[src/rtl/dice_pkg.sv]
// Shared definitions for the dice display: FSM state encoding, legal face
// range, and the pip patterns driven onto the 7-LED display.
package dice_pkg;

  typedef enum logic [1:0] {
    IDLE    = 2'd0,
    ROLLING = 2'd1,
    SETTLE  = 2'd2,
    SHOW    = 2'd3
  } state_t;

  localparam logic [2:0] FACE_MIN = 3'd1;
  localparam logic [2:0] FACE_MAX = 3'd6;

  // led bit order: 0 TL, 1 TR, 2 ML, 3 C, 4 MR, 5 BL, 6 BR
  localparam logic [6:0] PIP_1   = 7'b0001000;
  localparam logic [6:0] PIP_2   = 7'b1000001;
  localparam logic [6:0] PIP_3   = 7'b1001001;
  localparam logic [6:0] PIP_4   = 7'b1100011;
  localparam logic [6:0] PIP_5   = 7'b1101011;
  localparam logic [6:0] PIP_6   = 7'b1110111;
  localparam logic [6:0] PIP_INV = 7'b1111111;

  // True when the counter value is a real die face (1..6).
  function automatic logic is_face(input logic [2:0] f);
    return (f >= FACE_MIN) && (f <= FACE_MAX);
  endfunction

endpackage

[src/rtl/dice_if.sv]
// Connection between the dice counter / button side (master) and the
// display block (slave). Clock and reset are kept as plain ports.
interface dice_if #(
  parameter int CNT_W = 8
);
  logic             button;
  logic [2:0]       throw;
  logic [6:0]       led;
  logic [2:0]       result;
  logic             result_valid;
  logic             result_err;
  logic [CNT_W-1:0] roll_count;
  logic [47:0]      face_hist;

  modport master (
    output button, throw,
    input  led, result, result_valid, result_err, roll_count, face_hist
  );

  modport slave (
    input  button, throw,
    output led, result, result_valid, result_err, roll_count, face_hist
  );
endinterface

[src/rtl/dice_pip_decoder.sv]
// Combinational face-to-pip decoder. Anything outside 1..6 lights every LED
// so a broken counter is obvious on the board.
module dice_pip_decoder
  import dice_pkg::*;
(
  input  logic [2:0] throw,
  output logic [6:0] led
);

  // Look up the pip pattern for the current face value.
  always_comb begin
    led = PIP_INV;
    case (throw)
      3'd1:    led = PIP_1;
      3'd2:    led = PIP_2;
      3'd3:    led = PIP_3;
      3'd4:    led = PIP_4;
      3'd5:    led = PIP_5;
      3'd6:    led = PIP_6;
      default: led = PIP_INV;
    endcase
  end

endmodule

[src/rtl/dice_display.sv]
// Electronic-dice display controller. Animates the pips while the button is
// held, waits a settle window after release, then latches and holds the
// final face together with a valid/error flag and a saturating throw count.
// Optional per-face histogram enabled with macro DICE_STATS_EN.
module dice_display
  import dice_pkg::*;
#(
  parameter int ROLL_DIV      = 4,
  parameter int SETTLE_CYCLES = 8,
  parameter int CNT_W         = 8
) (
  input  logic   clk,
  input  logic   rst,
  dice_if.slave  dif
);

  localparam int DIV_W = (ROLL_DIV > 1) ? $clog2(ROLL_DIV) : 1;
  localparam int SET_W = (SETTLE_CYCLES > 1) ? $clog2(SETTLE_CYCLES) : 1;
  localparam logic [DIV_W-1:0] DIV_LAST = DIV_W'(ROLL_DIV - 1);
  localparam logic [SET_W-1:0] SET_LAST = SET_W'(SETTLE_CYCLES - 1);
  localparam logic [CNT_W-1:0] CNT_MAX  = {CNT_W{1'b1}};

  state_t           state_r;
  logic [DIV_W-1:0] div_r;
  logic [SET_W-1:0] settle_r;
  logic [6:0]       led_r;
  logic [2:0]       result_r;
  logic             result_valid_r;
  logic             result_err_r;
  logic [CNT_W-1:0] roll_count_r;

  logic [6:0]       pip_s;
  logic             face_ok_s;
  logic             latch_s;

  dice_pip_decoder u_pip (
    .throw (dif.throw),
    .led   (pip_s)
  );

  assign face_ok_s = is_face(dif.throw);

  // The result is captured on the last settle cycle if the button stays up.
  assign latch_s = (state_r == SETTLE) && !dif.button && (settle_r == SET_LAST);

  // Main FSM: roll animation, settle window, latch and hold of the result.
  always_ff @(posedge clk or posedge rst) begin
    if (rst) begin
      state_r        <= IDLE;
      div_r          <= '0;
      settle_r       <= '0;
      led_r          <= 7'd0;
      result_r       <= 3'd0;
      result_valid_r <= 1'b0;
      result_err_r   <= 1'b0;
      roll_count_r   <= '0;
    end else begin
      case (state_r)
        IDLE: begin
          led_r <= 7'd0;
          if (dif.button) begin
            state_r <= ROLLING;
            div_r   <= '0;
          end else begin
            state_r <= IDLE;
          end
        end

        ROLLING: begin
          result_valid_r <= 1'b0;
          result_err_r   <= 1'b0;
          // Refresh the animation once per divider period.
          if (div_r == '0) begin
            led_r <= pip_s;
          end else begin
            led_r <= led_r;
          end
          if (div_r == DIV_LAST) begin
            div_r <= '0;
          end else begin
            div_r <= div_r + DIV_W'(1);
          end
          if (!dif.button) begin
            state_r  <= SETTLE;
            settle_r <= '0;
          end else begin
            state_r <= ROLLING;
          end
        end

        SETTLE: begin
          if (dif.button) begin
            // Re-press abandons this throw; animation restarts immediately.
            state_r  <= ROLLING;
            settle_r <= '0;
            div_r    <= '0;
          end else if (latch_s) begin
            state_r        <= SHOW;
            result_r       <= dif.throw;
            led_r          <= pip_s;
            result_valid_r <= 1'b1;
            result_err_r   <= !face_ok_s;
            if (roll_count_r != CNT_MAX) begin
              roll_count_r <= roll_count_r + CNT_W'(1);
            end else begin
              roll_count_r <= roll_count_r;
            end
          end else begin
            settle_r <= settle_r + SET_W'(1);
          end
        end

        SHOW: begin
          if (dif.button) begin
            // result itself is kept until the next latch.
            state_r        <= ROLLING;
            div_r          <= '0;
            result_valid_r <= 1'b0;
            result_err_r   <= 1'b0;
          end else begin
            state_r <= SHOW;
          end
        end

        default: begin
          state_r <= IDLE;
        end
      endcase
    end
  end

`ifdef DICE_STATS_EN
  logic [7:0] hist_r [6];

  // Per-face saturating histogram, bumped alongside roll_count on good latches.
  always_ff @(posedge clk or posedge rst) begin
    if (rst) begin
      for (int i = 0; i < 6; i++) begin
        hist_r[i] <= 8'd0;
      end
    end else if (latch_s && face_ok_s) begin
      for (int i = 0; i < 6; i++) begin
        if ((dif.throw == 3'(i + 1)) && (hist_r[i] != 8'hFF)) begin
          hist_r[i] <= hist_r[i] + 8'd1;
        end else begin
          hist_r[i] <= hist_r[i];
        end
      end
    end else begin
      for (int i = 0; i < 6; i++) begin
        hist_r[i] <= hist_r[i];
      end
    end
  end

  assign dif.face_hist = {hist_r[5], hist_r[4], hist_r[3],
                          hist_r[2], hist_r[1], hist_r[0]};
`else
  assign dif.face_hist = 48'd0;
`endif

  assign dif.led          = led_r;
  assign dif.result       = result_r;
  assign dif.result_valid = result_valid_r;
  assign dif.result_err   = result_err_r;
  assign dif.roll_count   = roll_count_r;

endmodule
[src/flat_wrapper.sv]
// flat-port wrapper written by rule: the top's interface ports become plain ports
module dice_display_flat import dice_pkg::*;
#(
  parameter int ROLL_DIV      = 4,
  parameter int SETTLE_CYCLES = 8,
  parameter int CNT_W         = 8
)
  (clk, rst, dif_button, dif_throw, dif_led, dif_result, dif_result_valid, dif_result_err, dif_roll_count, dif_face_hist);
  dice_if #(.CNT_W(CNT_W)) dif_i ();
  input  logic clk;
  input  logic rst;
  input wire logic [$bits(dif_i.button)-1:0] dif_button;
  input wire logic [$bits(dif_i.throw)-1:0] dif_throw;
  output wire logic [$bits(dif_i.led)-1:0] dif_led;
  output wire logic [$bits(dif_i.result)-1:0] dif_result;
  output wire logic [$bits(dif_i.result_valid)-1:0] dif_result_valid;
  output wire logic [$bits(dif_i.result_err)-1:0] dif_result_err;
  output wire logic [$bits(dif_i.roll_count)-1:0] dif_roll_count;
  output wire logic [$bits(dif_i.face_hist)-1:0] dif_face_hist;
  assign dif_i.button = dif_button;
  assign dif_i.throw = dif_throw;
  assign dif_led = dif_i.led;
  assign dif_result = dif_i.result;
  assign dif_result_valid = dif_i.result_valid;
  assign dif_result_err = dif_i.result_err;
  assign dif_roll_count = dif_i.roll_count;
  assign dif_face_hist = dif_i.face_hist;
  dice_display #(.ROLL_DIV(ROLL_DIV), .SETTLE_CYCLES(SETTLE_CYCLES), .CNT_W(CNT_W)) u_core (.clk(clk), .rst(rst), .dif(dif_i));
endmodule
[config.mk]
export PLATFORM = sky130hd
export DESIGN_NAME = dice_display_flat
export DESIGN_NICKNAME = d
export VERILOG_FILES = /design/src/rtl/dice_pkg.sv /design/src/rtl/dice_if.sv /design/src/rtl/dice_pip_decoder.sv /design/src/rtl/dice_display.sv /design/src/flat_wrapper.sv
export SDC_FILE = /design/constraint.sdc
export NUM_CORES = 1
export LEC_CHECK = 0
export BUFFER_PORTS_ARGS = -buffer_cell sky130_fd_sc_hd__clkbuf_2
export CORE_UTILIZATION = 30
export DETAILED_ROUTE_END_ITERATION = 7
export GPL_TIMING_DRIVEN = 0
export PLACE_DENSITY = 0.66
export SYNTH_ARGS = -nofsm -noshare
export SYNTH_HDL_FRONTEND = slang
export SYNTH_SLANG_ARGS = --single-unit
[constraint.sdc]
create_clock -name clk -period 3.9 [get_ports clk]
set_input_delay 0.585 -clock clk [delete_from_list [all_inputs] [get_ports clk]]
set_output_delay 0.585 -clock clk [all_outputs]
set_load 0.05 [all_outputs]
==> results of run 1 <==
[cells by family after synthesis]
logic type,after synthesis,synth area share [%]
buffers and inverters,65,25.8
and+or+nand+nor,41,13.5
AOI/OAI and AO/OA,25,11.1
DFF,24,34.9
muxes,10,6.33
adders and majority gates,9,6.55
xor gates and xnor gates,3,1.53
other,1,0.218
[stage by stage]
stage	utilization (%)	hold slack, ns	total power, mW	worst slack (ns)
floorplan	-	0.468	0.778	2.06
global placement	38.3	0.465	0.850	2.02
detailed placement	38.3	0.474	0.855	2.03
CTS	39.1	0.494	1.01	2.06
global route	39.1	0.521	1.06	1.89
finish	39.1	0.483	0.993	2.08
[state kept, by name (all words and copies together) (netlist names)]
name,count
u_core.dif.result_err,1
u_core.dif.led,4
u_core.dif.roll_count,8
u_core.state_r,2
u_core.dif.result_valid,1
u_core.div_r,2
u_core.dif.result,3
u_core.settle_r,3
[cells in the mapped netlist (2+ instances only)]
library cell | number | area [sq um]
buf_4 | 51 | 383
dfrtp_1 | 24 | 601
nand2_1 | 18 | 67.6
inv_1 | 11 | 41.3
ha_1 | 9 | 113
mux2_1 | 7 | 78.8
nor2_1 | 5 | 18.8
o21ai_0 | 5 | 25.0
mux2i_1 | 3 | 30.0
nand3_1 | 3 | 15.0
nor3_1 | 3 | 15.0
a211oi_1 | 2 | 15.0
a21boi_0 | 2 | 15.0
a21boi_1 | 2 | 15.0
a21oi_1 | 2 | 10.0
nor4_1 | 2 | 12.5
o22ai_1 | 2 | 12.5
o31ai_1 | 2 | 15.0
xor2_1 | 2 | 17.5
[metal layers]
metal	vias to the layer above	GRT usage (%)	part of all wire (%)
li1	650	-	-
met1	559	11.6	43
met2	47	18.1	49
met3	4	2.59	7.5
met4	0	2.26	0.81
met5	-	0	0
[final cells by class]
type / count / area, sq um
Fill cell: 578 / 3350
Tap cell: 72 / 90.1
Buffer: 54 / 403
Inverter: 11 / 41.3
Sequential cell: 24 / 601
Timing Repair Buffer: 25 / 125
Clock buffer: 3 / 41.3
Multi-Input combinational cell: 136 / 851
[worst reg2reg max path, cell delays in order (launching register included)]
cell and delay [ns]:
dfrtp_1 0.42, inv_1 0.09, ha_1 0.13, clkbuf_1 0.35, mux2i_1 0.13, o22ai_1 0.24, mux2_1 0.35
[final timing paths]
check                                startpoint                      end  cells after the start
setup / recovery              u_core.state_r[1]    u_core.dif.result_err                      6
hold / removal                              rst     u_core.dif.result[0]                      2
setup reg to reg              u_core.state_r[1]    u_core.dif.result_err                      6
hold reg to reg            u_core.dif.result[2]     u_core.dif.result[2]                      2
max in group asynchronous                   rst  u_core.dif.result_valid                      2
min in group clk           u_core.dif.result[2]     u_core.dif.result[2]                      2
[power groups by stage]
stage	Clock, mW	Combinational [mW]	Sequential, mW
4_1_cts	0.154	0.537	0.315
3_3_place_gp	0	0.531	0.319
5_1_grt	0.162	0.579	0.320
6_report	0.147	0.533	0.313
2_1_floorplan	0	0.406	0.373
3_5_place_dp	0	0.535	0.321
==> results.toml, run 1 <==
[grt]
grt_overflow_total = 0
antenna_found_initial = 0
grt_pass1_vias = 1063
grt_usage_pct = 9.96
grt_pass1_wl_mm = 4.80
grt_max_degree = 25

[route]
first_pass_iters = 4
drt-initial-drc-count = 23
totalWireLength_mm = 2.83
num_vias = 1260
avgViaCountPerCell = 3.88
detail-route-antenna-nets = 0
wl_per_cell_um = 8.71
drc = 0

[cells_and_area]
final_cell_mix = "buf_4 (51), conb_1 (48), clkbuf_2 (25)"
stdcell_area_sq_um = 2150
final_common_cell = "buf_4"
drive_above_1_share_pct = 33.6
nets = 270
diodes = 0
area_growth_pct = 25.2
stdcell_count = 325

[placed_design]
place_congestion = 0.699
dp.cells = 322
placed_area_sq_um = 2110
dp_hpwl_mm = 2.25
portBuffers = 25

[critical_path]
critPathRequiredTime_ns = 4.05
criticalPathCategory = "reg2reg"
critPathBufInv = 2
startpoint_type = "flip-flop"
max_stage_delay_ns = 0.42
critPathSlowestCell = "dfrtp_1"
crit_path_cell_trace = "inv_1 -> ha_1 -> clkbuf_1 -> mux2i_1 -> o22ai_1 -> mux2_1"
cp_max_fo = 9
reg2reg_slack_ns = 2.08
worstSetupEndpointType = "flip-flop"
critPathArrivalTime_ns = 1.97
path_delay_family = "multiplexers"

[power]
p_switching_mw = 0.461
vdd_drop_max_mv = 0.244
p_leak_nw = 1.26
internal_power_mw = 0.532
pwr-share-comb_pct = 53.7
switching_share_pct = 46.4
power_frac_seq_pct = 31.6
clock_power_share_pct = 14.8
power_density_nw_per_um2 = 461

[timing]
slew_violations = 0
skew_ns = 0.00625
min_period_ns = 1.82
fmax_ghz = 0.548
tightest_slew_ns = 0.906
setup_viol = 0
grt_setup_unrepaired = "no"
finalHoldViolCount = 0
max_slew_margin_pct = 39.5
setup-tns-final_ns = 0
finalCritPeriodShare_pct = 46.8

[cts]
insertion_delay_ns = 0.27
cts_resized = 0
cts_sinks = 24
clockBufferDepth = 2
clockRootBuffer = "clkbuf_8"
htreeDepth = 1
cts_made_buffers = 3
path_clk_slew_ns = 0.08
cts-hold-fix-buffers = 0
cts_setup_buffers = 0
tritoncts = "yes"

[logic_synthesis]
ys_seq_elements = 24
yosysWarnings = 0
synth_cells = 178
synth.distinct_cells = 42
synthArstFlopShare_pct = 100
avgSynthCellArea_sq_um = 9.66
synthFlopType = "dfrtp_1"
syn_area_sq_um = 1720
ys_seq_area_share_pct = 34.9
synth_edf_count = 0

[floorplanning]
core_sq_um = 5510
initial_core_util_pct = 31.2
die_y_um = 77.7
rows = 27
pin_count = 74
die_w_um = 77.7
die_area_sq_um = 6040

[status]
outcome = "completed"

[flow_run]
max-cap-violations = 0

[hold_path]
min_path_type = "in2async"
Note: power is estimated with default switching activity, not from simulation.
==> run 2, diff against run 1 <==
--- a/config.mk
+++ b/config.mk
@@ -5,11 +5,12 @@
 export SDC_FILE = /design/constraint.sdc
 export NUM_CORES = 1
 export LEC_CHECK = 0
+export ABC_AREA = 1
 export BUFFER_PORTS_ARGS = -buffer_cell sky130_fd_sc_hd__clkbuf_2
 export CORE_UTILIZATION = 30
 export DETAILED_ROUTE_END_ITERATION = 7
 export GPL_TIMING_DRIVEN = 0
-export PLACE_DENSITY = 0.66
+export PLACE_DENSITY = 0.68
 export SYNTH_ARGS = -nofsm -noshare
 export SYNTH_HDL_FRONTEND = slang
 export SYNTH_SLANG_ARGS = --single-unit
==> constraint.sdc (replaced) <==
create_clock -name clk -period 1.5 [get_ports clk]
set_input_delay 0.225 -clock clk [delete_from_list [all_inputs] [get_ports clk]]
set_output_delay 0.225 -clock clk [all_outputs]
set_load 0.05 [all_outputs]
==> results.toml, run 2 <==
[critical_path]
max_stage_delay_ns = 0.42
reg2reg_depth = 7
crit_path_cell_trace = "ha_4 -> ha_4 -> inv_2 -> nor2_2 -> nand2_2 -> nand2_1 -> nand2_1"
criticalPathCategory = "reg2reg"
reg2reg_slack_ns = 0.07
critPathArrivalTime_ns = 1.59
startpoint_type = "flip-flop"
cp_max_fo = 4
worstSetupEndpointType = "flip-flop"
critPathRequiredTime_ns = 1.66
critPathSlowestCell = "dfrtp_1"
reg2reg_to = "u_core.dif.roll_count[7]"
worstReg2RegStart = "u_core.settle_r[0]"

[hold_path]
min_path_type = "in2async"

[cells_and_area]
nets = 329
drive_above_1_share_pct = 34.5
final_cell_mix = "nand2_1 (58), buf_4 (57), conb_1 (48)"
fillers = 575
area_growth_pct = 33.4
multi_input_area_sq_um = 928
final-seq-area_sq_um = 603
largest_reg_flops = 8
final_common_cell = "nand2_1"
stdcell_area_sq_um = 2320
diodes = 0

[logic_synthesis]
synth_cells = 229
avgSynthCellArea_sq_um = 7.58
synth_most_common_cell = "nand2_1"
synth.distinct_cells = 19
synthFlopType = "dfrtp_1"
synthTopCellsByCount = "nand2_1 (59), buf_4 (51), dfrtp_1 (24), inv_1 (21), o21ai_0 (20)"
yosys.area.top_type = "dfrtp_1"
syn_area_sq_um = 1740
synthArstFlopShare_pct = 100
synth_area_leaders = "dfrtp_1 (35%), buf_4 (22%), nand2_1 (13%), ha_1 (6.5%), o21ai_0 (5.8%)"
synth_top_area_share_pct = 34.6
ys_seq_area_share_pct = 34.6
ys_seq_elements = 24
yosysWarnings = 0
synth_edf_count = 0

[power]
vdd_drop_max_mv = 0.544
power_density_nw_per_um2 = 1140
p_leak_nw = 1.32

[grt]
grt_pass1_vias = 1198
grt_usage_pct = 10.4
grt_pass1_wl_mm = 5.20
grt_max_degree = 25
grt_overflow_total = 0
antenna_found_initial = 0

[floorplanning]
pin_count = 74
core_sq_um = 5540
die_area_sq_um = 6100
initial_core_util_pct = 31.3
die_y_um = 78.1
rows = 27
die_w_um = 78.1

[timing]
finalCritPeriodShare_pct = 95.2
skew_ns = 0.0123
timing.final.ws_setup_ns = 0.0721
setup_viol = 0
tightest_slew_ns = 0.908
max_slew_margin_pct = 39.4
grt_setup_unrepaired = "yes"
fmax_ghz = 0.700
slew_violations = 0
finalHoldViolCount = 0
min_period_ns = 1.43

[cts]
htreeDepth = 1
cts_sinks = 24
insertion_delay_ns = 0.27
path_clk_slew_ns = 0.09
cts_made_buffers = 3
tritoncts = "yes"
clockBufferDepth = 2
clockRootBuffer = "clkbuf_8"

[route]
drt-initial-drc-count = 25
num_vias = 1513
drc = 0
first_pass_iters = 4
detail-route-antenna-nets = 0
wl_per_cell_um = 9.11
totalWireLength_mm = 3.51
avgViaCountPerCell = 3.93

[placed_design]
post-place-ws_ns = -0.0800
place_congestion = 0.834
placed_area_sq_um = 2130
portBuffers = 25
dp_hpwl_mm = 2.46

[status]
outcome = "completed"

[flow_run]
max-cap-violations = 0
run 2: where the power goes:
group	switching (mW)	internal (mW)	total [mW]
Sequential	0.0737	0.742	0.815
Clock	0.212	0.234	0.447
Combinational	0.978	0.410	1.39
Total	1.26	1.39	2.65
run 2: kinds of logic after synthesis:
logic type / after synthesis / synth area share [%]
flip-flops: 24 / 34.6
buffers and inverters: 74 / 27.0
adder cells (fa/ha/maj): 9 / 6.48
XOR/XNOR: 2 / 1.01
other: 1 / 0.216
AND/OR/NAND/NOR: 92 / 22.6
AO/OA/AOI/OAI: 27 / 8.07
run 2: final cells by class:
cell class	instances	share of cell area, %
Buffer	51	16.5
Timing Repair Buffer	31	7.35
Clock buffer	4	2.38
Multi-Input combinational cell	180	40.1
Sequential cell	24	26.0
Tap cell	72	3.89
Inverter	23	3.73
run 2: per-layer routing:
layer  vias to the layer above  global-route usage, %  routed length [um]
li1                        793                      -                   -
met1                       660                   13.3                1590
met2                        56                   17.4                1670
met3                         4                   1.63                 187
met4                         0                   4.07                  54
met5                         -                      0                   0
run 2: worst max-delay path by stage:
stage,cells after the start,slack (ns),end,from
after CTS,9,0.003,u_core.dif.result_err,u_core.state_r[0]
after global routing,7,-0.03,u_core.dif.led[0],u_core.state_r[1]
after global placement,9,-0.06,u_core.dif.result_err,u_core.state_r[0]
after floorplan,8,0.06,u_core.dif.roll_count[4],u_core.dif.roll_count[1]
final,7,0.07,u_core.dif.roll_count[7],u_core.settle_r[0]
after detailed placement,9,-0.08,u_core.dif.result_valid,u_core.state_r[0]
run 2: metrics by stage:
| stage | power, mW | cells | hold slack (ns) | setup TNS (ns) | util, % |
|---|---|---|---|---|---|
| after floorplan | 1.91 | 276 | 0.239 | 0 | - |
| after global placement | 2.09 | 373 | 0.453 | -0.242 | 38.5 |
| after detailed placement | 2.11 | 373 | 0.467 | -0.294 | 38.5 |
| after CTS | 2.57 | 378 | 0.169 | 0 | 39.9 |
| after global routing | 2.82 | 385 | 0.224 | -0.0501 | 41.8 |
| final | 2.65 | 385 | 0.121 | 0 | 41.8 |
run 2: what timing repair did:
| item | in CTS | in global routing |
|---|---|---|
| hold buffers | 0 | 0 |
| setup buffers | 1 | 5 |
| gates cloned | 0 | 2 |
| resized for setup | 5 | 14 |
| pin swaps | 1 | 6 |
| setup endpoints to repair | 11 | 19 |
run 2: worst max-delay path: cells and delay by family, from the launching register on:
family | cells | cell delay [ns]
fa+ha+maj | 2 | 0.34
flops | 1 | 0.42
buf+inv | 1 | 0.07
simple gates | 4 | 0.49
==> run 3, diff against run 2 <==
--- a/config.mk
+++ b/config.mk
@@ -5,7 +5,6 @@
 export SDC_FILE = /design/constraint.sdc
 export NUM_CORES = 1
 export LEC_CHECK = 0
-export ABC_AREA = 1
 export BUFFER_PORTS_ARGS = -buffer_cell sky130_fd_sc_hd__clkbuf_2
 export CORE_UTILIZATION = 30
 export DETAILED_ROUTE_END_ITERATION = 7
==> results.toml, run 3 (same netlist as run 1, synthesis figures left out) <==
[status]
outcome = "finished, violations left"
violations = "negative setup slack"

[cts]
clockRootBuffer = "clkbuf_8"
cts_sinks = 24
cts-hold-fix-buffers = 0
insertion_delay_ns = 0.27
path_clk_slew_ns = 0.09
clockBufferDepth = 2
cts_made_buffers = 3
tritoncts = "yes"
htreeDepth = 1

[grt]
grt_max_degree = 25
grt_overflow_total = 0
grt_usage_pct = 12.2
grt_pass1_vias = 1253
antenna_found_initial = 0
grt_pass1_wl_mm = 5.85

[timing]
min_period_ns = 1.59
slew_violations = 0
holdWs_ns = 0.128
tightest_slew_ns = 0.935
skew_ns = 0.00342
grt_setup_unrepaired = "yes"
finalHoldViolCount = 0
finalCritPeriodShare_pct = 106
fmax_ghz = 0.630
setup_viol = 14
max_slew_margin_pct = 37.6
setup-tns-final_ns = -0.717
timing.final.ws_setup_ns = -0.0881

[cells_and_area]
drive_above_1_share_pct = 53.7
stdcell_area_sq_um = 2550
final_cell_mix = "buf_4 (64), conb_1 (48), clkbuf_2 (25)"
final_common_cell = "buf_4"
fin_util_pct = 46.3
diodes = 0
largest_reg_flops = 8
area_growth_pct = 48.3
nets = 286

[floorplanning]
core_sq_um = 5510
initial_core_util_pct = 31.2
die_area_sq_um = 6040
die_y_um = 77.7
rows = 27
die_w_um = 77.7
pin_count = 74

[route]
detail-route-antenna-nets = 0
first_pass_iters = 4
num_vias = 1367
totalWireLength_mm = 3.70
wl_per_cell_um = 10.8
avgViaCountPerCell = 4.00
drc = 0
drt-initial-drc-count = 33

[critical_path]
reg2reg_depth = 4
criticalPathCategory = "reg2reg"
startpoint_type = "flip-flop"
reg2reg_slack_ns = -0.09
worstSetupEndpointType = "flip-flop"
worstReg2RegStart = "u_core.state_r[0]"
critPathRequiredTime_ns = 1.66
cp_max_fo = 6
reg2reg_to = "u_core.dif.result_err"
critPathArrivalTime_ns = 1.75

[placed_design]
portBuffers = 25
place_congestion = 0.711
placed_area_sq_um = 2170
dp_hpwl_mm = 2.38

[hold_path]
min_path_type = "in2async"

[power]
p_leak_nw = 1.40
vdd_drop_max_mv = 0.627
power_density_nw_per_um2 = 1270

[flow_run]
max-cap-violations = 0
[run 3: cell types whose count changed in the layout (fill, tap and decap cells not counted), sizes merged, moves of 3 or more]
cell,change
nand2,-43
o21ai,-15
buf,+13
nand3,-13
inv,-12
nor2,-10
mux2,+7
a21boi,+4
mux2i,+3
nor3,+3
nor4,+3
[run 3: layout make-up]
cell class	instances	area [sq um]
timing repair buffer	42	268
clock buffer	4	55.1
inverter	11	43.8
tap	72	90.1
sequential	24	608
multi-input combinational	136	1080
fill	530	2960
buffer	53	403
[run 3: report_power, final]
| part | internal, mW | switching [mW] |
|---|---|---|
| combinational | 0.831 | 1.11 |
| clock | 0.235 | 0.217 |
| sequential | 0.747 | 0.0924 |
| total | 1.81 | 1.42 |
[run 3: repair_timing]
action | in CTS | in global routing
endpoints found under the setup margin | 17 | 21
setup buffers | 16 | 1
pin swaps | 9 | 19
gates resized for setup | 22 | 25
[run 3: metrics by stage]
step | std cells | power (mW) | setup slack (ns)
5_1_grt | 342 | 3.45 | -0.162
6_report | 342 | 3.23 | -0.0881
3_5_place_dp | 322 | 2.32 | -0.217
3_3_place_gp | 322 | 2.29 | -0.227
2_1_floorplan | 225 | 2.10 | -0.0951
4_1_cts | 342 | 3.14 | -0.0924
[run 3: worst max-delay path, cell delays in order, from the launching register on]
cell and delay, ns:
dfrtp_2 0.45, ha_2 0.33, mux2i_2 0.29, o22ai_4 0.11
mux2_4 0.30
[run 3: how the worst max path moves through the flow]
stage / from / end / depth (start not counted)
after global placement: u_core.state_r[0] / u_core.dif.roll_count[7] / 5
after floorplan: u_core.state_r[0] / u_core.dif.roll_count[7] / 5
final: u_core.state_r[0] / u_core.dif.result_err / 4
after detailed placement: u_core.state_r[0] / u_core.dif.roll_count[7] / 5
after global routing: u_core.settle_r[1] / u_core.dif.result_err / 5
after CTS: u_core.settle_r[1] / u_core.dif.led[0] / 5
[run 3: layer usage]
metal  wire length (um)  share of wire, %  vias to the layer above  global-route usage, %
met3                226               6.1                        6                   2.82
met5                  0                 0                        -                      0
met4                 49               1.3                        0                   2.83
met2               1910                52                       58                   22.9
li1                   -                 -                      683                      -
met1               1510                41                      620                   13.8
